**src/rtl/sort_seq_pkg.sv**
```systemverilog
// Shared types and widths for the sequential sort controller.
package sort_seq_pkg;

  localparam int DATA_W     = 4;
  localparam int SWAP_CNT_W = 8;

  typedef enum logic [1:0] {
    IDLE,
    CMP,
    DONE
  } state_t;

endpackage

```
**src/rtl/comparator4bit.sv**
```systemverilog
// 4-bit unsigned magnitude comparator.
module comparator4bit (
  input  logic [3:0] a,
  input  logic [3:0] b,
  output logic       aeb,
  output logic       agb,
  output logic       alb
);

  assign aeb = (a == b);
  assign agb = (a > b);
  assign alb = (a < b);

endmodule

```
**src/rtl/sort_seq_ctrl.sv**
```systemverilog
// Bubble-sort controller over a small register array, one compare per clock
// through a single shared comparator, with early exit on a swap-free pass.
module sort_seq_ctrl
  import sort_seq_pkg::*;
#(
  parameter int DEPTH = 4,
  parameter int AW    = $clog2(DEPTH)
) (
  input  logic                  clk,
  input  logic                  rst,
  input  logic                  wr_en,
  input  logic [AW-1:0]         wr_addr,
  input  logic [DATA_W-1:0]     wr_data,
  input  logic                  start,
  input  logic [AW-1:0]         rd_addr,
  output logic [DATA_W-1:0]     rd_data,
  output logic                  busy,
  output logic                  done,
  output logic [SWAP_CNT_W-1:0] swap_cnt
);

  state_t                r_state;
  state_t                w_state_next;
  logic [DATA_W-1:0]     r_mem [DEPTH];
  logic [AW-1:0]         r_idx;
  logic [AW-1:0]         w_idx_next;
  logic [AW-1:0]         r_pass;
  logic [AW-1:0]         w_pass_next;
  logic                  r_pass_swapped;
  logic                  w_swapped_next;
  logic [SWAP_CNT_W-1:0] r_swap_cnt;
  logic [SWAP_CNT_W-1:0] w_cnt_next;

  logic [AW-1:0]         w_idx_b;
  logic [DATA_W-1:0]     w_a;
  logic [DATA_W-1:0]     w_b;
  logic                  w_aeb;
  logic                  w_agb;
  logic                  w_alb;
  logic [1:0]            w_unused_cmp;
  logic                  w_do_swap;
  logic                  w_last;
  logic                  w_final_pass;

  // Operand mux: adjacent pair at the current index feeds the comparator.
  assign w_idx_b = r_idx + AW'(1);
  assign w_a     = r_mem[r_idx];
  assign w_b     = r_mem[w_idx_b];

  comparator4bit u_cmp (
    .a   (w_a),
    .b   (w_b),
    .aeb (w_aeb),
    .agb (w_agb),
    .alb (w_alb)
  );

  // Only agb matters; equal values are left in place so the sort is stable.
  assign w_unused_cmp = {w_aeb, w_alb};

  // Each pass shrinks by one since the largest remaining value bubbles to the end.
  assign w_last       = (int'(r_idx) == DEPTH - 2 - int'(r_pass));
  assign w_final_pass = (int'(r_pass) == DEPTH - 2);

  assign busy     = (r_state != IDLE);
  assign done     = (r_state == DONE);
  assign swap_cnt = r_swap_cnt;

  // Combinational read port; out-of-range addresses read as zero.
  always_comb begin
    rd_data = '0;
    if (int'(rd_addr) < DEPTH) rd_data = r_mem[rd_addr];
  end

  // State register.
  always_ff @(posedge clk or posedge rst) begin
    if (rst) r_state <= IDLE;
    else     r_state <= w_state_next;
  end

  // Next-state and sequencing counters.
  always_comb begin
    w_state_next   = r_state;
    w_idx_next     = r_idx;
    w_pass_next    = r_pass;
    w_swapped_next = r_pass_swapped;
    w_cnt_next     = r_swap_cnt;
    w_do_swap      = 1'b0;
    case (r_state)
      IDLE: begin
        if (start) begin
          w_state_next   = CMP;
          w_idx_next     = '0;
          w_pass_next    = '0;
          w_swapped_next = 1'b0;
          w_cnt_next     = '0;
        end
      end
      CMP: begin
        w_do_swap = w_agb;
        if (w_agb) begin
          w_cnt_next     = r_swap_cnt + SWAP_CNT_W'(1);
          w_swapped_next = 1'b1;
        end
        if (!w_last) begin
          w_idx_next = r_idx + AW'(1);
        end else if (!(r_pass_swapped || w_agb) || w_final_pass) begin
          w_state_next = DONE;
        end else begin
          w_pass_next    = r_pass + AW'(1);
          w_idx_next     = '0;
          w_swapped_next = 1'b0;
        end
      end
      DONE:    w_state_next = IDLE;
      default: w_state_next = IDLE;
    endcase
  end

  // Sequencing counters and swap count.
  always_ff @(posedge clk or posedge rst) begin
    if (rst) begin
      r_idx          <= '0;
      r_pass         <= '0;
      r_pass_swapped <= 1'b0;
      r_swap_cnt     <= '0;
    end else begin
      r_idx          <= w_idx_next;
      r_pass         <= w_pass_next;
      r_pass_swapped <= w_swapped_next;
      r_swap_cnt     <= w_cnt_next;
    end
  end

  // Array storage: host writes only while idle, swaps only during compare.
  always_ff @(posedge clk or posedge rst) begin
    if (rst) begin
      for (int unsigned i = 0; i < DEPTH; i++) r_mem[i] <= '0;
    end else if (r_state == IDLE) begin
      if (wr_en && (int'(wr_addr) < DEPTH)) r_mem[wr_addr] <= wr_data;
    end else if (w_do_swap) begin
      r_mem[r_idx]   <= w_b;
      r_mem[w_idx_b] <= w_a;
    end
  end

endmodule

```
**config.mk**
```make
export PLATFORM = sky130hd
export DESIGN_NAME = sort_seq_ctrl
export DESIGN_NICKNAME = d
export VERILOG_FILES = /design/src/rtl/sort_seq_pkg.sv /design/src/rtl/comparator4bit.sv /design/src/rtl/sort_seq_ctrl.sv
export SDC_FILE = /design/constraint.sdc
export NUM_CORES = 1
export LEC_CHECK = 0
export CAP_MARGIN = 20
export CORE_MARGIN = 2
export CORE_UTILIZATION = 65
export CTS_CLUSTER_DIAMETER = 50
export DETAILED_ROUTE_END_ITERATION = 10
export DONT_BUFFER_PORTS = 1
export PLACE_DENSITY = 0.81
export SYNTH_ARGS = -nofsm -noshare
export SYNTH_HDL_FRONTEND = slang
export SYNTH_SLANG_ARGS = --single-unit
```
**constraint.sdc**
```tcl
create_clock -name clk -period 9.92 [get_ports clk]
set_clock_uncertainty 0.15 [all_clocks]
set_input_delay 1.984 -clock clk [delete_from_list [all_inputs] [get_ports clk]]
set_output_delay 1.984 -clock clk [all_outputs]
set_load 0.005 [all_outputs]
```
Yosys cells after proc, flatten, opt, wreduce, memory -nomap -nowiden. Cells that the tools add are included.

Register bits: 31. Input port bits: 12. Output and inout bits: 14.

Add/subtract/negate cells: 4. $lt $le $gt $ge: 8. Equal/unequal tests: 11. Multiplexer cells: 41. Bitwise gates (word level): 4. Reductions and logical operators: 16.

Operators with widths (count): bitwise mux 16 bit (3); 2-to-1 mux 16 bit (3); 2-to-1 mux 4 bit (9); binary-select mux 4 bit (select 2 bit) (3); demux 4 bit (select 2 bit) (3); 2-to-1 mux 2 bit (8); 2-to-1 mux 8 bit (2); case mux 8 bit (2 select lines) (1); greater-or-equal comparator 3 bit, second input constant (4); inequality test 2 bit, second input constant (6); NOT 2 -> 3 bit (4); case mux 2 bit (2 select lines) (3); < comparator 3 x 1 -> 1 bit, second input constant (3); AND reduction 3 bit (3); adder 8 x 1 -> 8 bit, second input constant (1); nonzero test 2 bit (3); 2-to-1 mux 1 bit (5); adder 2 x 1 -> 2 bit, second input constant (2); equality test 2 bit, second input constant (2); > comparator 4 bit (1); AND reduction 2 bit (2); AND reduction 4 bit (1); equality test 3 bit (1); logical AND 1 bit (3); other kinds (7) (8).

Logic depth before layout (Yosys ltp). Gate-level depths: netlist (run 1).

Depth in word-level cells: 12. Mapped depth: 12. Mapped depth without buffers: 10.

By module. A second synthesis (run 1) with hierarchy kept.

Cell total of the unflattened synthesis: 245. Area total of the unflattened synthesis: 2448.6 um2.

Modules (own cells, without submodules): sort_seq_ctrl (instances 1, cells an instance 229, area each 2319.7 um2, sequential area each 775.7 um2); comparator4bit (instances 1, cells an instance 16, area each 128.9 um2, sequential area each 0.0 um2).

Worst setup path before layout (run 1). No wires, ideal clock.

Kind: input -> output. From: input rd_addr[0]. To: output rd_data[0]. Arrival: 2.462 ns. Slack: 5.324 ns. Stages on the path: 1. Cells stage by stage: mux4_2.

Word-level cells in the longest chain between the ends: 4.

RTL lines: start: declaration (line sort_seq_ctrl.sv:15) `input logic [AW-1:0] rd_addr,`; NOT 2 -> 3 bit (implied by the code) (line sort_seq_ctrl.sv:72) `if (int'(rd_addr) < DEPTH) rd_data = r_mem[rd_addr];`; binary-select mux 4 bit (select 2 bit) (line sort_seq_ctrl.sv:72); 2-to-1 mux 4 bit (implied by the code) (2 in a row) (line sort_seq_ctrl.sv:72); end: declaration (line sort_seq_ctrl.sv:16) `output logic [DATA_W-1:0] rd_data,`.

No other way between the ends. The select of a mux whose other input is x is not followed.

Final worst setup path (run 1). Ends and elaborated chain as after synthesis.

==> impl_metrics.env, run 1 <==
export IMPL_run_status="complete, no violations"
export IMPL_worst_slack_ns=5.285
export IMPL_place_detailed_hpwl_um=3843
export IMPL_viasPerCell=6.634
export IMPL_grt_use_total=0.2887
export IMPL_layout_commonest_cell="dfrtp_1"
export IMPL_die_height_um=63.55
export IMPL_critical_path_top_delay_family="multiplexers"
export IMPL_drt_pass1_iter_count=4
export IMPL_crit_type="in -> out"
export IMPL_crit_required_ns=7.79
export IMPL_cts_sinks=31
export IMPL_cts_hold_buf=0
export IMPL_rows=21
export IMPL_async_flop_share=1.000
export IMPL_grt_pass1_vias=1815
export IMPL_htree_levels=2
export IMPL_min_period_ns=4.635
export IMPL_drt_iter0_markers=189
export IMPL_ys_seq_elements=31
export IMPL_cts_root_buf="clkbuf_4"
export IMPL_drv_slew=0
export IMPL_slew_headroom=0.5113
export IMPL_rrSetupSlack_ns=5.76
export IMPL_cap_violations=0
export IMPL_route_detailed_drc=0
export IMPL_hold_end="r_mem[10]$_DFFE_PP0P_"
export IMPL_hp_class="reg -> reg"
export IMPL_dpl_cell_count=276
export IMPL_grt_overflow=0
export IMPL_min_period_over_period=0.4672
export IMPL_yosys_warnings=0
export IMPL_slowest_delay_ns=0.52
export IMPL_startpoint_type="primary input"
export IMPL_port_buffers=0
export IMPL_synth_fp_nets=259
export IMPL_fin_util=0.7050
export IMPL_peakVddDrop_uv=156.7
export IMPL_min_from="r_mem[10]$_DFFE_PP0P_"
export IMPL_cts_buffers_inserted=5
export IMPL_diodes=0
export IMPL_critPathArrivalTime_ns=2.50
export IMPL_power_density_nw_per_um2=336.5
export IMPL_ctsResizeCount=0
export IMPL_clk_latency_ns=0.35
export IMPL_routedWlPerCell_um=18.80
export IMPL_routed_wl_um=5338
export IMPL_yosysSeqAreaShare=0.3366
export IMPL_postCtsSetupBuffers=0
export IMPL_whs_path_depth=1
export IMPL_critPathBufInv=0
export IMPL_grt_pass1_wl_um=8852
export IMPL_drtAntennaViolNets=0
export IMPL_postSynthCellCount=236
export IMPL_syn2layout_area_growth_pct=2.877
export IMPL_worst_pin_slew_ns=0.7314
export IMPL_ys_types=42
export IMPL_cts_tree="built"
export IMPL_clockBufferDepth=2
export IMPL_slowest_stage="mux4_2"
export IMPL_die_area_um2=4038
export IMPL_core_area_um2=3363
export IMPL_hold_viol_final=0
export IMPL_die_w_um=63.55
export IMPL_clk_pin_slew_ns=0.08
export IMPL_r2r_cells=10
export IMPL_cp_max_fo=4
export IMPL_worstReg2RegStart="r_idx[0]$_DFFE_PP0P_"
export IMPL_synth_enable_flop_cells=0
export IMPL_place_gp_congestion=0.9437
export IMPL_antenna_found_initial=0
export IMPL_max_freq_mhz=215.8
export IMPL_synth_area_per_cell_um2=9.766
export IMPL_io_pins=26
export IMPL_crit_path_end_kind="output port"
export IMPL_grt_max_degree=32
export IMPL_synthesis_area_um2=2305
export IMPL_start_util=0.6853
export IMPL_path_cells="mux4_2"
export IMPL_rsz0062_at_grt="false"
export IMPL_final_cell_mix="dfrtp_1, nand2_1, o21ai_0"
export IMPL_ys_flop_type="dfrtp_1"
export IMPL_dp_slack_ns=5.288
export IMPL_setup_tns_ns=0
export IMPL_vias=1884
export IMPL_instances_no_fill=284
export IMPL_nNetsFinal=260
export IMPL_finalSetupViolCount=0
export IMPL_power_leakage_nw=1.000
export IMPL_drive_gt1_frac=0.1681
export IMPL_rr_endpoint="swap_cnt[7]$_DFFE_PP0P_"
[kinds of logic after synthesis]
kind of cell    count (synthesis)  synth area share
mux                            30            0.2128
fa+ha+maj                      11           0.05972
simple gates                   81            0.1802
flops                          31            0.3366
xor+xnor                        2          0.007602
buf+inv                        18           0.03909
compound gates                 63            0.1640
[power breakdown]
group	leakage [nW]	switching, mW	internal, mW
clock	0.0293	0.0447	0.0276
combinational	0.554	0.306	0.202
sequential	0.417	0.0542	0.163
total	1.00	0.405	0.392
[stage by stage]
step                      hold slack [ns]  area, um^2  power [mW]
after floorplan                    0.3446        2305      0.6213
after CTS                          0.4090        2371      0.7927
after global placement             0.3709        2321      0.7067
after detailed placement           0.3877        2321      0.7182
final                              0.4052        2371      0.7978
after global routing               0.4284        2371      0.8654
[layer usage]
| metal | track usage | up-vias | part of all wire |
|---|---|---|---|
| li1 | - | 885 | - |
| met1 | 0.3929 | 913 | 0.43 |
| met2 | 0.4447 | 73 | 0.46 |
| met3 | 0.08036 | 13 | 0.086 |
| met4 | 0.1005 | 0 | 0.019 |
| met5 | 0 | - | 0 |
[synthesized netlist by cell type (3+ instances only)]
library cell	count	area, um^2
mux4_1	5	131.4
nand2_1	29	108.9
or3_1	3	18.77
o21ai_0	28	140.1
inv_1	10	37.54
ha_1	11	137.6
mux4_2	7	157.7
mux2_2	17	191.4
nor2b_1	7	43.79
nor2_1	17	63.81
dfrtp_1	31	775.7
buf_2	3	15.01
nor2_2	3	18.77
a21oi_1	9	45.04
or4_1	3	22.52
a22oi_1	16	120.1
[state kept, by name, summed over array words and instances, names as in the netlist]
signal,count
r_mem,16
swap_cnt,8
r_idx,2
r_pass,2
r_state,2
r_pass_swapped,1
[worst max-delay path by stage]
stage / slack, ns / startpoint / cells after the start / to
after CTS: 5.29 / rd_addr[0] / 1 / rd_data[0]
after global routing: 5.28 / rd_addr[0] / 1 / rd_data[0]
final: 5.29 / rd_addr[0] / 1 / rd_data[0]
after detailed placement: 5.29 / rd_addr[0] / 1 / rd_data[0]
after floorplan: 5.32 / rd_addr[0] / 1 / rd_data[0]
after global placement: 5.30 / rd_addr[0] / 1 / rd_data[0]
[layout make-up]
cell class	instances	area, um^2
clock buffers	7	45.04
flip-flops and latches	31	775.7
multi-input cells	187	1439
well taps	46	57.56
clock inverters	1	5.005
repair buffers	1	7.507
inverters	11	41.29
fillers	276	992.2
(Power assumes the default switching activity.)
==> run 2: changes to the inputs <==
--- a/config.mk
+++ b/config.mk
@@ -7,11 +7,11 @@
 export LEC_CHECK = 0
 export CAP_MARGIN = 20
 export CORE_MARGIN = 2
-export CORE_UTILIZATION = 65
+export CORE_UTILIZATION = 57
 export CTS_CLUSTER_DIAMETER = 50
 export DETAILED_ROUTE_END_ITERATION = 10
 export DONT_BUFFER_PORTS = 1
-export PLACE_DENSITY = 0.81
+export PLACE_DENSITY = 0.75
 export SYNTH_ARGS = -nofsm -noshare
 export SYNTH_HDL_FRONTEND = slang
 export SYNTH_SLANG_ARGS = --single-unit
==> constraint.sdc (replaced) <==
create_clock -name clk -period 3.8 [get_ports clk]
set_clock_uncertainty 0.15 [all_clocks]
set_input_delay 0.76 -clock clk [delete_from_list [all_inputs] [get_ports clk]]
set_output_delay 0.76 -clock clk [all_outputs]
set_load 0.005 [all_outputs]
==> run 2 against run 1 <==
Count of clock-buffer cells in the layout down 1. Global-route usage down 3.0 points. Worst setup slack worse by 5.0 ns. Register-to-register slack worse by 5.4 ns. First-iteration DRC count down 34%. Via count up 0.90%. Worst hold slack worse by 0.11 ns. Critical path depth up 9.
==> impl_metrics.env, run 2 (same netlist as run 1, synthesis figures left out) <==
export IMPL_run_status="complete, no violations"
export IMPL_dp_slack_ns=0.4075
export IMPL_syn2layout_area_growth_pct=7.003
export IMPL_cts_hold_buf=0
export IMPL_worstReg2RegStart="r_idx[1]$_DFFE_PP0P_"
export IMPL_pwr_share_comb=0.614
export IMPL_min_period_ns=3.474
export IMPL_path_cells="inv_1, ha_1, mux4_1, inv_1, ha_1, and4_1, a211oi_1, o21ai_1, or4_1, a21oi_1"
export IMPL_min_period_over_period=0.9142
export IMPL_port_buffers=0
export IMPL_antenna_found_initial=0
export IMPL_cp_max_fo=6
export IMPL_crit_type="reg -> reg"
export IMPL_power_mw=2.264
export IMPL_p_sw_mw=1.062
export IMPL_grt_max_degree=32
export IMPL_grt_pass1_wl_um=8797
export IMPL_cts_sinks=31
export IMPL_slew_headroom=0.5010
export IMPL_clockBufferDepth=2
export IMPL_worst_slack_ns=0.3262
export IMPL_rrSetupSlack_ns=0.33
export IMPL_finalSetupViolCount=0
export IMPL_r2r_cells=10
export IMPL_grt_overflow=0
export IMPL_slowest_delay_ns=0.67
export IMPL_slowest_stage="mux4_1"
export IMPL_ctsResizeCount=0
export IMPL_crit_path_end_kind="flip-flop"
export IMPL_viasPerCell=6.533
export IMPL_start_util=0.5846
export IMPL_crit_required_ns=3.86
export IMPL_die_area_um2=4568
export IMPL_clk_pin_slew_ns=0.07
export IMPL_final_area_um2=2466
export IMPL_hold_viol_final=0
export IMPL_cts_root_buf="clkbuf_8"
export IMPL_layout_commonest_cell="dfrtp_1"
export IMPL_drt_iter0_markers=125
export IMPL_routed_wl_um=5315
export IMPL_seqPwrFrac=0.235
export IMPL_cap_violations=0
export IMPL_rsz0062_at_grt="false"
export IMPL_routedWlPerCell_um=18.26
export IMPL_drtAntennaViolNets=0
export IMPL_diodes=0
export IMPL_rows=23
export IMPL_p_int_mw=1.201
export IMPL_dpl_cell_area_um2=2349
export IMPL_clk_latency_ns=0.29
export IMPL_hold_ws_ns=0.2915
export IMPL_route_detailed_drc=0
export IMPL_max_freq_mhz=287.9
export IMPL_final_cell_mix="dfrtp_1, nand2_1, o21ai_0"
export IMPL_place_detailed_hpwl_um=4002
export IMPL_drive_gt1_frac=0.1867
export IMPL_worst_pin_slew_ns=0.7470
export IMPL_vias=1901
export IMPL_swShare=0.4693
export IMPL_power_leakage_nw=1.047
export IMPL_postCtsSetupBuffers=0
export IMPL_grt_use_total=0.2585
export IMPL_clkPwrFrac=0.151
export IMPL_place_gp_congestion=0.9486
export IMPL_rr_endpoint="swap_cnt[7]$_DFFE_PP0P_"
export IMPL_drv_slew=0
export IMPL_nNetsFinal=263
export IMPL_core_area_um2=3943
export IMPL_drt_pass1_iter_count=4
export IMPL_startpoint_type="flip-flop"
export IMPL_die_height_um=67.59
export IMPL_cts_tree="built"
export IMPL_cts_buffers_inserted=5
export IMPL_grt_pass1_vias=1751
export IMPL_critPathArrivalTime_ns=3.53
export IMPL_die_w_um=67.59
export IMPL_power_density_nw_per_um2=917.9
export IMPL_peakVddDrop_uv=457.9
export IMPL_hp_class="in -> async"
export IMPL_htree_levels=2
export IMPL_largest_register="r_mem"
export IMPL_largest_reg_flops=16
export IMPL_setup_tns_ns=0
export IMPL_io_pins=26
run 2: changes by cell type in the layout (fill, tap and decap cells not counted):
| cell | previous run | this run |
|---|---|---|
| clkbuf_1 | 2 | 0 |
| clkbuf_4 | 5 | 0 |
| buf_4 | 1 | 4 |
| clkbuf_8 | 0 | 6 |
| bufinv_16 | 0 | 1 |
run 2: power by group through the flow:
stage          Combinational (mW)  Clock [mW]  Sequential (mW)
5_1_grt                      1.55       0.359            0.546
2_1_floorplan                1.12           0            0.503
4_1_cts                      1.38       0.347            0.528
3_3_place_gp                 1.36           0            0.531
6_report                     1.39       0.343            0.531
3_5_place_dp                 1.37           0            0.534
run 2: cell type report:
type / count / area [um^2]
Sequential cell: 31 / 775.7
Timing Repair Buffer: 4 / 30.03
Multi-Input combinational cell: 187 / 1439
Fill cell: 307 / 1476
Clock buffer: 6 / 82.58
Tap cell: 50 / 62.56
Inverter: 11 / 41.29
Clock inverter: 2 / 35.03
run 2: worst max-delay path: cells and delay by family (launching register included):
kind	cells	cell delay, ns
AND/OR/NAND/NOR	2	0.78
adder cells (fa/ha/maj)	2	0.68
multiplexers	1	0.67
AO/OA/AOI/OAI	3	0.60
flip-flops	1	0.35
buffers and inverters	2	0.16
run 2: through the flow:
| stage | std cells | util |
|---|---|---|
| after floorplan | 236 | - |
| after global placement | 283 | 0.5957 |
| after detailed placement | 283 | 0.5957 |
| after CTS | 291 | 0.6255 |
| after global routing | 291 | 0.6255 |
| final | 291 | 0.6255 |
run 2: layer usage:
metal | up-vias | part of all wire | track usage
met3 | 14 | 0.088 | 0.05000
met2 | 85 | 0.44 | 0.3689
met5 | - | 0 | 0
met4 | 0 | 0.021 | 0.08929
met1 | 912 | 0.45 | 0.3907
li1 | 890 | - | -
run 2: how the worst max path moves through the flow:
stage,start,endpoint,cells after the start
finish,r_idx[1]$_DFFE_PP0P_,swap_cnt[7]$_DFFE_PP0P_,10
global route,r_idx[1]$_DFFE_PP0P_,swap_cnt[6]$_DFFE_PP0P_,11
CTS,r_idx[1]$_DFFE_PP0P_,swap_cnt[6]$_DFFE_PP0P_,11
detailed placement,r_idx[1]$_DFFE_PP0P_,swap_cnt[7]$_DFFE_PP0P_,10
global placement,r_idx[1]$_DFFE_PP0P_,swap_cnt[6]$_DFFE_PP0P_,11
floorplan,r_idx[0]$_DFFE_PP0P_,swap_cnt[7]$_DFFE_PP0P_,11
